## config.mk

```make
export PLATFORM = sky130hd
export DESIGN_NAME = shift_seq32
export DESIGN_NICKNAME = d
export VERILOG_FILES = /design/src/rtl/shift_seq32.sv
export SDC_FILE = /design/constraint.sdc
export NUM_CORES = 1
export LEC_CHECK = 0
export ABC_CLOCK_PERIOD_IN_PS = 2400
export BUFFER_PORTS_ARGS = -buffer_cell sky130_fd_sc_hd__buf_2
export CAP_MARGIN = 10
export CORE_UTILIZATION = 28
export CTS_BUF_LIST = sky130_fd_sc_hd__clkbuf_8
export CTS_CLUSTER_DIAMETER = 50
export CTS_CLUSTER_SIZE = 25
export DETAILED_ROUTE_END_ITERATION = 8
export HOLD_SLACK_MARGIN = 0.15
export RECOVER_POWER = 50
export SLEW_MARGIN = 5
export SYNTH_ARGS = -nofsm -noshare
export SYNTH_HDL_FRONTEND = slang
export SYNTH_SLANG_ARGS = --single-unit
```

## constraint.sdc

```tcl
create_clock -name clk -period 2.4 [get_ports clk]
set_input_delay 0.24 -clock clk [delete_from_list [all_inputs] [get_ports clk]]
set_output_delay 0.24 -clock clk [all_outputs]
set_load 0.05 [all_outputs]
```

## src/rtl/shift_seq32.sv

```systemverilog
// Iterative RV32 shifter (SLL/SRL/SRA/pass-through), STEP bit positions per clock.
// Latency: 1 cycle for shamt==0 or pass-through, else 1+ceil(shamt/STEP); result held until out_ready.
// Backpressure: accepts only in IDLE; result is frozen in DONE while out_ready is low; kill aborts.
module shift_seq32 #(
    parameter int STEP = 1
) (
    input  logic        clk,
    input  logic        rst_n,
    input  logic        in_valid,
    output logic        in_ready,
    input  logic [1:0]  op,
    input  logic [31:0] X,
    input  logic [31:0] shift,
    input  logic        kill,
    output logic        out_valid,
    input  logic        out_ready,
    output logic [31:0] result,
    output logic        busy
);

    generate
        if (!(STEP == 1 || STEP == 2 || STEP == 4 || STEP == 8 || STEP == 16)) begin : g_bad_step
            $error("shift_seq32: STEP must be 1, 2, 4, 8 or 16");
        end
    endgenerate

    typedef enum logic [1:0] {
        IDLE  = 2'd0,
        SHIFT = 2'd1,
        DONE  = 2'd2
    } state_t;

    localparam logic [1:0] OP_SLL  = 2'b00;
    localparam logic [1:0] OP_SRL  = 2'b01;
    localparam logic [1:0] OP_PASS = 2'b10;
    localparam logic [1:0] OP_SRA  = 2'b11;
    localparam logic [4:0] STEP_W  = 5'(STEP);

    state_t      state;
    logic [31:0] work;
    logic [4:0]  cnt;
    logic [1:0]  op_q;
    logic [4:0]  k;
    logic [31:0] shifted;

    // Upper shift bits are architecturally ignored (RISC-V uses shamt = shift[4:0]).
    logic unused_shift_hi;
    assign unused_shift_hi = ^shift[31:5];

    always_comb begin
        k = (cnt < STEP_W) ? cnt : STEP_W;
        case (op_q)
            OP_SLL:  shifted = work << k;
            OP_SRL:  shifted = work >> k;
            OP_SRA:  shifted = $signed(work) >>> k;
            default: shifted = work;
        endcase
    end

    always_ff @(posedge clk or negedge rst_n) begin
        if (!rst_n) begin
            state  <= IDLE;
            work   <= '0;
            cnt    <= '0;
            op_q   <= '0;
            result <= '0;
        end else begin
            case (state)
                IDLE: begin
                    if (in_valid && !kill) begin
                        work <= X;
                        cnt  <= shift[4:0];
                        op_q <= op;
                        if (shift[4:0] == 5'd0 || op == OP_PASS) begin
                            state  <= DONE;
                            result <= X;
                        end else begin
                            state <= SHIFT;
                        end
                    end
                end
                SHIFT: begin
                    if (kill) begin
                        state <= IDLE;
                        cnt   <= '0;
                    end else begin
                        work <= shifted;
                        cnt  <= cnt - k;
                        if (cnt == k) begin
                            state  <= DONE;
                            result <= shifted;
                        end
                    end
                end
                DONE: begin
                    // kill takes priority over a simultaneous out_ready; both end in IDLE.
                    if (kill) begin
                        state <= IDLE;
                        cnt   <= '0;
                    end else if (out_ready) begin
                        state <= IDLE;
                    end
                end
                default: state <= IDLE;
            endcase
        end
    end

    assign in_ready  = (state == IDLE);
    assign out_valid = (state == DONE);
    assign busy      = (state != IDLE);

endmodule
```

## Word-level counts from Yosys, hierarchy flattened

Index checks and enable logic that the tools add are counted.

| storage, ports and cells | value |
|---|---|
| register bits after elaboration | 73 |
| bits in latches | 0 |
| memory bits (writable) | 0 |
| memory bits (read-only) | 0 |
| input bits | 71 |
| output and inout bits | 35 |
| word-level logic and storage cells | 58 |
| memories | 0 |

| cells by class | value |
|---|---|
| add/sub/neg operators | 1 |
| multiply operators | 0 |
| divide/modulo/power cells | 0 |
| magnitude comparators | 1 |
| eq/ne operators | 13 |
| shifts and indexed selects | 3 |
| multiplexer cells | 21 |
| bitwise operators | 0 |
| reductions and logical operators | 14 |

Operators by type and width:

| kind | number |
|---|---|
| 32-bit 2-to-1 mux | 6 |
| 32-bit one-hot mux with 2 select lines | 2 |
| 32-bit one-hot mux with 3 select lines | 1 |
| 32-bit by 5-bit << shifter with 32-bit output | 1 |
| 32-bit by 5-bit right shift with 32-bit output | 1 |
| 32-bit by 5-bit >>> shifter with 32-bit output | 1 |
| 5-bit 2-to-1 mux | 4 |
| 5-bit one-hot mux with 3 select lines | 1 |
| 2-bit 2-to-1 mux | 6 |
| 3-bit AND reduction | 3 |
| 2-bit equality test (second input constant) | 3 |
| 2-bit != test (second input constant) | 3 |
| 2-bit one-hot mux with 3 select lines | 1 |
| 5-bit equality test | 1 |
| 5-bit logical NOT | 1 |
| 5-bit by 1-bit less-than comparator with 1-bit output (second input constant) | 1 |
| 5-bit AND reduction | 1 |
| 5-bit subtractor | 1 |
| 2-bit by 1-bit equality test with 1-bit output (second input constant) | 2 |
| 2-bit logical NOT | 2 |
| 2-bit by 1-bit != test with 1-bit output (second input constant) | 2 |
| 2-bit nonzero test | 2 |
| 3-bit by 2-bit != test with 1-bit output (second input constant) | 1 |
| 3-bit != test (second input constant) | 1 |
| 5 further kinds | 5 |

## Logic depth before layout (Yosys ltp)

Gate-level depths: netlist (run 1).

| depth | value |
|---|---|
| word-level depth | 7 |
| depth in mapped cells | 9 |
| depth with buffers taken out | 7 |

## Least setup slack after synthesis (run 1)

No wires, ideal clock.

| timing | value |
|---|---|
| kind | register to register |
| start point | reg state[0] |
| end point | reg result[0] |
| library setup time | 0.125 ns |
| data arrival time | 2.276 ns |
| required time | 2.275 ns |
| path slack | -0.001 ns |
| cell stages (with the launch flop) | 9 |
| path buffers | 2 |
| clock period less this slack | 2.401 ns |
| cells stage by stage | dfrtp_1 > inv_1 > ha_1 > clkbuf_1 > mux2i_1 > a211oi_2 > and2_1 > buf_2 > mux2_2 |

| on the way | value |
|---|---|
| cells in the longest elaborated chain, start to end | 3 |
| elaborated cells on any way between the ends | 9 |
| classes of those cells | 5 x eq/ne; 1 x mux; 3 x reduce/logical |

RTL lines:

| what | RTL line | RTL |
|---|---|---|
| start, declared | 39 | `state_t state;` |
| start signal, assigned | 62 | `state <= IDLE;` |
| start signal, assigned | 75 | `state <= DONE;` |
| start signal, assigned | 78 | `state <= SHIFT;` |
| 2-bit logical NOT (*) | n/a |  |
| net in_ready | 10 | `output logic in_ready,` |
| 2-bit by 1-bit != test with 1-bit output (no source line) or 2-bit nonzero test (tied branches) | n/a |  |
| 5-bit AND reduction (no source line) | n/a |  |
| end signal, assigned | 91 | `result <= shifted;` |
| end, declared | 17 | `output logic [31:0] result,` |

Mark *: on every way through the listed nets, which the timed path passes. The rest lies on a longest branch.
A chain may end at the register's enable or synchronous reset.

## Worst setup path after layout (run 1)

| timing | value |
|---|---|
| start point | reg state[0] |
| end point | reg work[8] |

| on the way | value |
|---|---|
| cells in the longest elaborated chain, start to end | 3 |
| elaborated cells on any way between the ends | 7 |
| classes of those cells | 3 x eq/ne; 1 x mux; 3 x reduce/logical |

RTL lines:

| what | RTL line | RTL |
|---|---|---|
| 2-bit by 1-bit equality test with 1-bit output or 2-bit logical NOT (tied branches) | 68 | `case (state)` |
| 2-bit != test (no source line), or another cell as far along | n/a |  |
| 3-bit AND reduction (no source line) | n/a |  |
| end signal, assigned | 87 | `work <= shifted;` |
| end, declared | 40 | `logic [31:0] work;` |

Parallel ways exist; a longest one is shown, timed or not.

==> results of run 1 <==
==> power groups by stage <==
stage          clock network (mW)  logic [mW]  registers, mW
2_1_floorplan                   0        2.59           3.18
3_3_place_gp                    0        4.54           2.35
3_5_place_dp                    0        4.62           2.37
4_1_cts                      1.07        4.63           2.36
5_1_grt                      1.13        5.02           2.46
6_report                     1.04        4.58           2.36
==> routing by layer <==
| layer | routed length, µm | up-vias |
|---|---|---|
| met5 | 0 | - |
| met2 | 5180 | 114 |
| met1 | 5270 | 1839 |
| met4 | 111 | 0 |
| met3 | 640 | 9 |
| li1 | - | 1837 |
==> per-stage QoR <==
step | power [mW] | std cells | setup slack [ns]
floorplan | 5.77 | 462 | 0.136
global placement | 6.90 | 698 | 0.243
detailed placement | 6.99 | 698 | 0.184
CTS | 8.06 | 716 | 0.175
global route | 8.61 | 717 | 0.0126
finish | 7.98 | 717 | 0.202
==> layout make-up <==
class                           instances  area (µm²)
Clock inverter                          5        61.3
Inverter                               38         143
Timing Repair Buffer                  101         557
Sequential cell                        73        1830
Fill cell                            1486        9090
Multi-Input combinational cell        309        1930
Tap cell                              180         225
Clock buffer                           11         151
==> worst max-delay path: cells and delay by family, from the launching register on <==
family	cells	cell delay, ns
simple gates	2	0.37
fa+ha+maj	1	0.19
compound gates	1	0.05
mux	1	0.66
buf+inv	2	0.36
flops	1	0.41
==> worst max path at each step <==
stage / from / endpoint / cells after the start
6_report: state[0] / work[8] / 7
5_1_grt: state[0] / work[11] / 7
4_1_cts: state[0] / work[7] / 7
3_5_place_dp: state[1] / work[5] / 7
3_3_place_gp: cnt[2] / cnt[4] / 7
2_1_floorplan: state[0] / result[0] / 8
==> flip-flops by register name, summed over array words and instances (netlist names) <==
signal / count
state: 2
cnt: 5
result: 32
op_q: 2
work: 32
==> timing repair <==
| item | 4_1_cts | 5_1_grt |
|---|---|---|
| gates resized for setup | 0 | 0 |
| setup endpoints to repair | 0 | 7 |
| hold buffers | 2 | 0 |
| endpoints found under the hold margin | 33 | 0 |
==> cells by family after synthesis <==
| logic type | share of synthesized area, % |
|---|---|
| mux | 2.38 |
| flops | 45.1 |
| compound gates | 27.8 |
| fa+ha+maj | 1.85 |
| buf+inv | 7.97 |
| simple gates | 14.9 |
==> cell usage in the layout, fill, tap and decap left out, drive strengths merged, types with 29 or more instances in the layout <==
| cell type | netlist | final |
|---|---|---|
| inv | 38 | 40 |
| clkbuf | 33 | 29 |
| nor3 | 31 | 31 |
| buf | 10 | 81 |
| o221ai | 31 | 31 |
| dfrtp | 73 | 73 |
| nand2b | 34 | 34 |
| nor2 | 35 | 36 |
| a21oi | 66 | 66 |
| a31oi | 60 | 60 |
==> impl_results.md, run 1 <==
- Number of setup buffers added after CTS: 0
- Crit-path cells: inv_1, ha_2, mux2i_1, nor2_4, buf_4, nor2_1, a31oi_1
- Worst hold slack: approximately 0.17 ns
- Net switching power: ~4.1 mW
- VDD IR max: approximately 0.54 mV
- Die Ht: ~120 µm
- Grt met1 use: 21.2%
- Cell area after synthesis: a little over 0.004 mm²
- Max Transition Viols Final: 0
- Met2 Use GR: 23.5%
- Synthesized Nets: ~540
- Core area: between 0.01 and 0.015 mm²
- Met3 usage: 3.30%
- Worst-Skew Late Latency: 0.37 ns
- Final Cycle Share: 91.6%
- 1st-iter DRT viols: 302
- Die Width: 122 µm
- Largest area contributor in the netlist: dfrtp_1
- Slowest stage delay, CP: ~0.66 ns
- Final setup fails: 0
- Tightest Pin Transition: just over 0.9 ns
- Worst reg2reg startpoint: state[0]
- Synth Register Bits: 73
- Drt total wl: ~11000 µm
- Max Freq: approximately 0.46 GHz
- Hold Path Origin: X[3]
- Row cnt: 43
- Fin util: between 30% and 40%
- Largest net degree at the start of global routing: 42
- Layout cells sized above 1: between 20 and 25%
- Yosys warns: 0
- I/O pin count: between 100 and 150
- Worst R2R End: work[8]
- Internal: around 3.8 mW
- Area post-placement: between 0.004 and 0.005 mm²
- Clk pwr share: about an eighth
- Crit path capture type: register
- Syn avg cell area: 8.76 µm²
- Hold depth: 3
- Crit-path max FO: 21
- Asr flop ratio synth: 100%
- Status: finished, final reports clean
- Die area: around 0.015 mm²
- DR vias: 3799
- Max Buffers Root-to-Sink: 2
- # DRC: 0
- Top Usage Layer GRT: met2
- Top cell type's share of synthesized area: between 40 and 50%
- Initial antenna violation count: 0
- Final hold vios: 0
- P_leak: around 2.1 nW
- Clock Skew: 0.0193 ns
- Total CTS buffers: 9
- Post-route ant nets: 0
- Synth cell count leaders: dfrtp_1, a21oi_1, a31oi_1
- Required time of the worst setup path: 2.63 ns
- Switching share of power: between 50% and 60%
- H-Tree Depth: 3
- Path depth of the worst reg2reg path: 7
- Count leader, synth: dfrtp_1
- Post-synth EDFFs: 0
- CTS tree: yes
- Vias in the first global route: roughly 3600
- Drt pass-1 iters: 5
- Final net count: between 600 and 700
- Worst-path clk slew: ~0.09 ns
- Crit path launch type: register
- Max-cap check violation count: 0
- Setup TNS: 0 ns
- Synth cell types: 35
- Crit path kind: reg2reg
- GRT overflow: 0
- Area grow syn2layout: 20.9%
- Design area: between 0.004 and 0.005 mm²
- Worst path arrival time: ~2.4 ns
- Comb power frac: between 50% and 60%
- Post-synthesis sequential area ratio: between 40% and 50%
- First-pass GRT wire length: between 15000 and 20000 µm
- R2r setup slk: 0.20 ns
- Final worst path period need: between 2 and 2.5 ns
- Sequential group share of total power: 29.6%
- Post-DP HPWL: around 7300 µm
- Ys flop type: dfrtp_1
- Root Driver: clkbuf_8
- IO buf count: 78
- Sinks on Clock Net: 73
- Synth top area cells: dfrtp_1, a31oi_1, a21oi_1
- Slowest-stage cell, CP: mux2i_1
- Unrepaired setup endpoints after global routing: no
- Initial Util: around 29%
- Slew Limit Headroom: 38.3%
- Min-delay worst type: in2reg
- Diodes inserted: 0
- Pwr Density: about 1600 mW/mm²
- Mapped Cells: about 460
- Hold EP: work[3]
- DR vias/cell: 5.30
- Total track usage: 15.3%
- Avg WL per Cell: 15.6 µm
- Routability congestion estimate: 0.782
(Power assumes the default switching activity.)
==> run 2: changes to the inputs <==
--- a/config.mk
+++ b/config.mk
@@ -11,9 +11,9 @@
 export CORE_UTILIZATION = 28
 export CTS_BUF_LIST = sky130_fd_sc_hd__clkbuf_8
 export CTS_CLUSTER_DIAMETER = 50
-export CTS_CLUSTER_SIZE = 25
 export DETAILED_ROUTE_END_ITERATION = 8
 export HOLD_SLACK_MARGIN = 0.15
+export PLACE_DENSITY = 0.46
 export RECOVER_POWER = 50
 export SLEW_MARGIN = 5
 export SYNTH_ARGS = -nofsm -noshare
==> run 2 against run 1 <==
Critical path depth is the same; clock skew fell by 0.014 ns; wire length rose by 2.3%; power down 2.3%; clock power fell by 16%; maximum frequency fell by 0.40%; highest routed layer unchanged; die area stayed put; worst hold slack hardly changed; register-to-register slack about the same; critical path type unchanged.
==> impl_results.md, run 2 (synthesized netlist as in run 1, its figures left out) <==
- Status: finished, final reports clean (unchanged)
- Crit-path max FO: 5 (was 21)
- Vias in the first global route: 3525 (was 3633)
- P_leak: 2.08 nW (was 2.09 nW)
- Max-cap check violation count: 0 (unchanged)
- Initial Util: 28.9% (unchanged)
- Max Freq: 0.453 GHz (was 0.455 GHz)
- Grt met1 use: 22.5% (was 21.2%)
- Pwr Density: 1600 mW/mm² (was 1630 mW/mm²)
- Avg WL per Cell: 16.0 µm (was 15.6 µm)
- VDD IR max: 0.665 mV (was 0.539 mV)
- Switching share of power: 52.6% (was 51.9%)
- Most frequent cells in the layout: dfrtp_1, a21oi_1, a31oi_1, buf_2, inv_1 (was dfrtp_1, a21oi_1, buf_2, a31oi_1, inv_1)
- # DRC: 0 (unchanged)
- Final Cycle Share: 91.9% (was 91.6%)
- Clk pwr share: 11.3% (was 13.1%)
- Layout cells sized above 1: 19.1% (was 20.7%)
- Crit path kind: reg2reg (unchanged)
- Final worst path period need: 2.21 ns (was 2.20 ns)
- Total track usage: 16.3% (was 15.3%)
- Area grow syn2layout: 20.6% (was 20.9%)
- Crit-path cells: or4_1, nand2b_1, inv_1, ha_1, nor3b_1, a22o_1, a22o_1 (was inv_1, ha_2, mux2i_1, nor2_4, buf_4, nor2_1, a31oi_1)
- Die Width: 122 µm (unchanged)
- Routability congestion estimate: 0.730 (was 0.782)
- Worst reg2reg startpoint: cnt[2] (was state[0])
- DR vias/cell: 5.18 (was 5.30)
- Slowest-stage cell, CP: or4_1 (was mux2i_1)
- Initial antenna violation count: 0 (unchanged)
- Hold Path Origin: X[26] (was X[3])
- First-pass GRT wire length: 18800 µm (was 17900 µm)
- CP delay by family, top: simple AND/OR/NAND/NOR gates (was multiplexers)
- Crit path launch type: register (unchanged)
- Largest net degree at the start of global routing: 63 (was 42)
- CTS tree: yes (unchanged)
- CP dominant cell by count: a22o_1
- Clock Skew: 0.00532 ns (was 0.0193 ns)
- Met3 usage: 3.86% (was 3.30%)
- Top Registers: result (32), work (32), cnt (5) (unchanged)
- Worst-Skew Late Latency: 0.36 ns (was 0.37 ns)
- Unrepaired setup endpoints after global routing: no (unchanged)
- Sequential group share of total power: 30.1% (was 29.6%)
- Non-filler instance count after layout: 714 (was 717)
- Drt pass-1 iters: 4 (was 5)
- Post-DP HPWL: 7470 µm (was 7340 µm)
- Setup crit start: cnt[2] (was state[0])
- Setup TNS: 0 ns (unchanged)
- Total CTS buffers: 9 (unchanged)
- Internal: 3.69 mW (was 3.84 mW)
- Max Buffers Root-to-Sink: 2 (unchanged)
- Sinks on Clock Net: 73 (unchanged)
- # fillers: 1501 (was 1486)
- Inst Count DP: 692 (was 698)
- Max Transition Viols Final: 0 (unchanged)
- Buf/Inv on CP: 1 (was 2)
- Die area: 0.0149 mm² (unchanged)
- Slew Limit Headroom: 31.4% (was 38.3%)
- H-Tree Depth: 3 (unchanged)
- # hold bufs at CTS: 6 (was 2)
- Final net count: 606 (was 609)
- Met2 Use GR: 24.9% (was 23.5%)
- Comb power frac: 58.7% (was 57.3%)
- Top Usage Layer GRT: met2 (unchanged)
- 1st-iter DRT viols: 240 (was 302)
- Final setup fails: 0 (unchanged)
- Number of setup buffers added after CTS: 0 (unchanged)
- Tightest Pin Transition: 1.03 ns (was 0.925 ns)
- Crit path capture type: register (unchanged)
- # resized after CTS: 0 (unchanged)
- Post-route ant nets: 0 (unchanged)
- Commonest non-fill, non-tap cell in the layout: dfrtp_1 (unchanged)
- Required time of the worst setup path: 2.65 ns (was 2.63 ns)
- Core area: 0.0140 mm² (unchanged)
- GRT overflow: 0 (unchanged)
- Slowest stage delay, CP: 0.65 ns (was 0.66 ns)
- Worst path arrival time: 2.46 ns (was 2.43 ns)
- Final hold vios: 0 (unchanged)
- Min-delay worst type: in2reg (unchanged)
- Diodes inserted: 0 (unchanged)
- IO buf count: 78 (unchanged)
- Worst-path clk slew: 0.08 ns (was 0.09 ns)
- Net switching power: 4.10 mW (was 4.14 mW)
- Die Ht: 122 µm (unchanged)
- Row cnt: 43 (unchanged)
- I/O pin count: 106 (unchanged)
- Drt total wl: 11500 µm (was 11200 µm)
- Root Driver: clkbuf_8 (unchanged)
- DR vias: 3701 (was 3799)
-- run 2: cell count changes in the layout (fill, tap and decap cells not counted), sizes merged --
cell         before  now
buf              81   75
dlygate4sd3       2    6
clkinv            2    3
nor2             36   35
bufinv            1    0
-- run 2: worst register-to-register path, stage by stage (launching register included) --
cell and delay [ns]:
dfrtp_1 0.42, or4_1 0.65, nand2b_1 0.17, inv_1 0.06
ha_1 0.21, nor3b_1 0.16, a22o_1 0.21, a22o_1 0.23
-- run 2: path summary, 6_finish.rpt --
path / end / slack [ns] / cells after the start
worst max-delay path: cnt[4] / 0.19 / 7
worst min-delay path: work[26] / 0.17 / 3
worst max register to register: cnt[4] / 0.19 / 7
worst min register to register: cnt[0] / 0.54 / 1
max in group asynchronous: op_q[0] / 1.04 / 3
min in group asynchronous: state[1] / 0.59 / 2
-- run 2: metal layers --
layer / share of wire, % / routed length, µm
met1: 48 / 5490
met5: 0 / 0
met4: 1.4 / 158
met3: 5.4 / 624
met2: 45 / 5180
-- run 2: final cells by class --
| class | instances | area [µm²] | share of cell area [%] |
|---|---|---|---|
| inverter | 38 | 143 | 2.92 |
| clock buffer | 11 | 151 | 3.10 |
| tap | 180 | 225 | 4.61 |
| timing repair buffer | 99 | 592 | 12.1 |
| clock inverter | 5 | 22.5 | 0.461 |
| sequential | 73 | 1830 | 37.4 |
| multi-input combinational | 308 | 1920 | 39.4 |
-- run 2: power by group through the flow --
stage / combinational (mW) / clock (mW) / sequential (mW)
final: 4.57 / 0.878 / 2.34
after global placement: 4.59 / 0 / 2.34
after global routing: 5.05 / 0.963 / 2.43
after detailed placement: 4.63 / 0 / 2.36
after CTS: 4.65 / 0.915 / 2.34
after floorplan: 2.59 / 0 / 3.18
-- run 2: metrics by stage --
step | total power [mW] | hold WS (ns) | utilization [%] | setup WS, ns | area, µm²
CTS | 7.91 | 0.152 | 35.1 | 0.197 | 4910
finish | 7.80 | 0.170 | 34.9 | 0.194 | 4880
global placement | 6.93 | 0.247 | 33.4 | 0.218 | 4670
floorplan | 5.77 | -0.0556 | - | 0.136 | 4050
detailed placement | 6.99 | 0.259 | 33.4 | 0.220 | 4670
global route | 8.45 | 0.159 | 34.9 | 0.101 | 4880
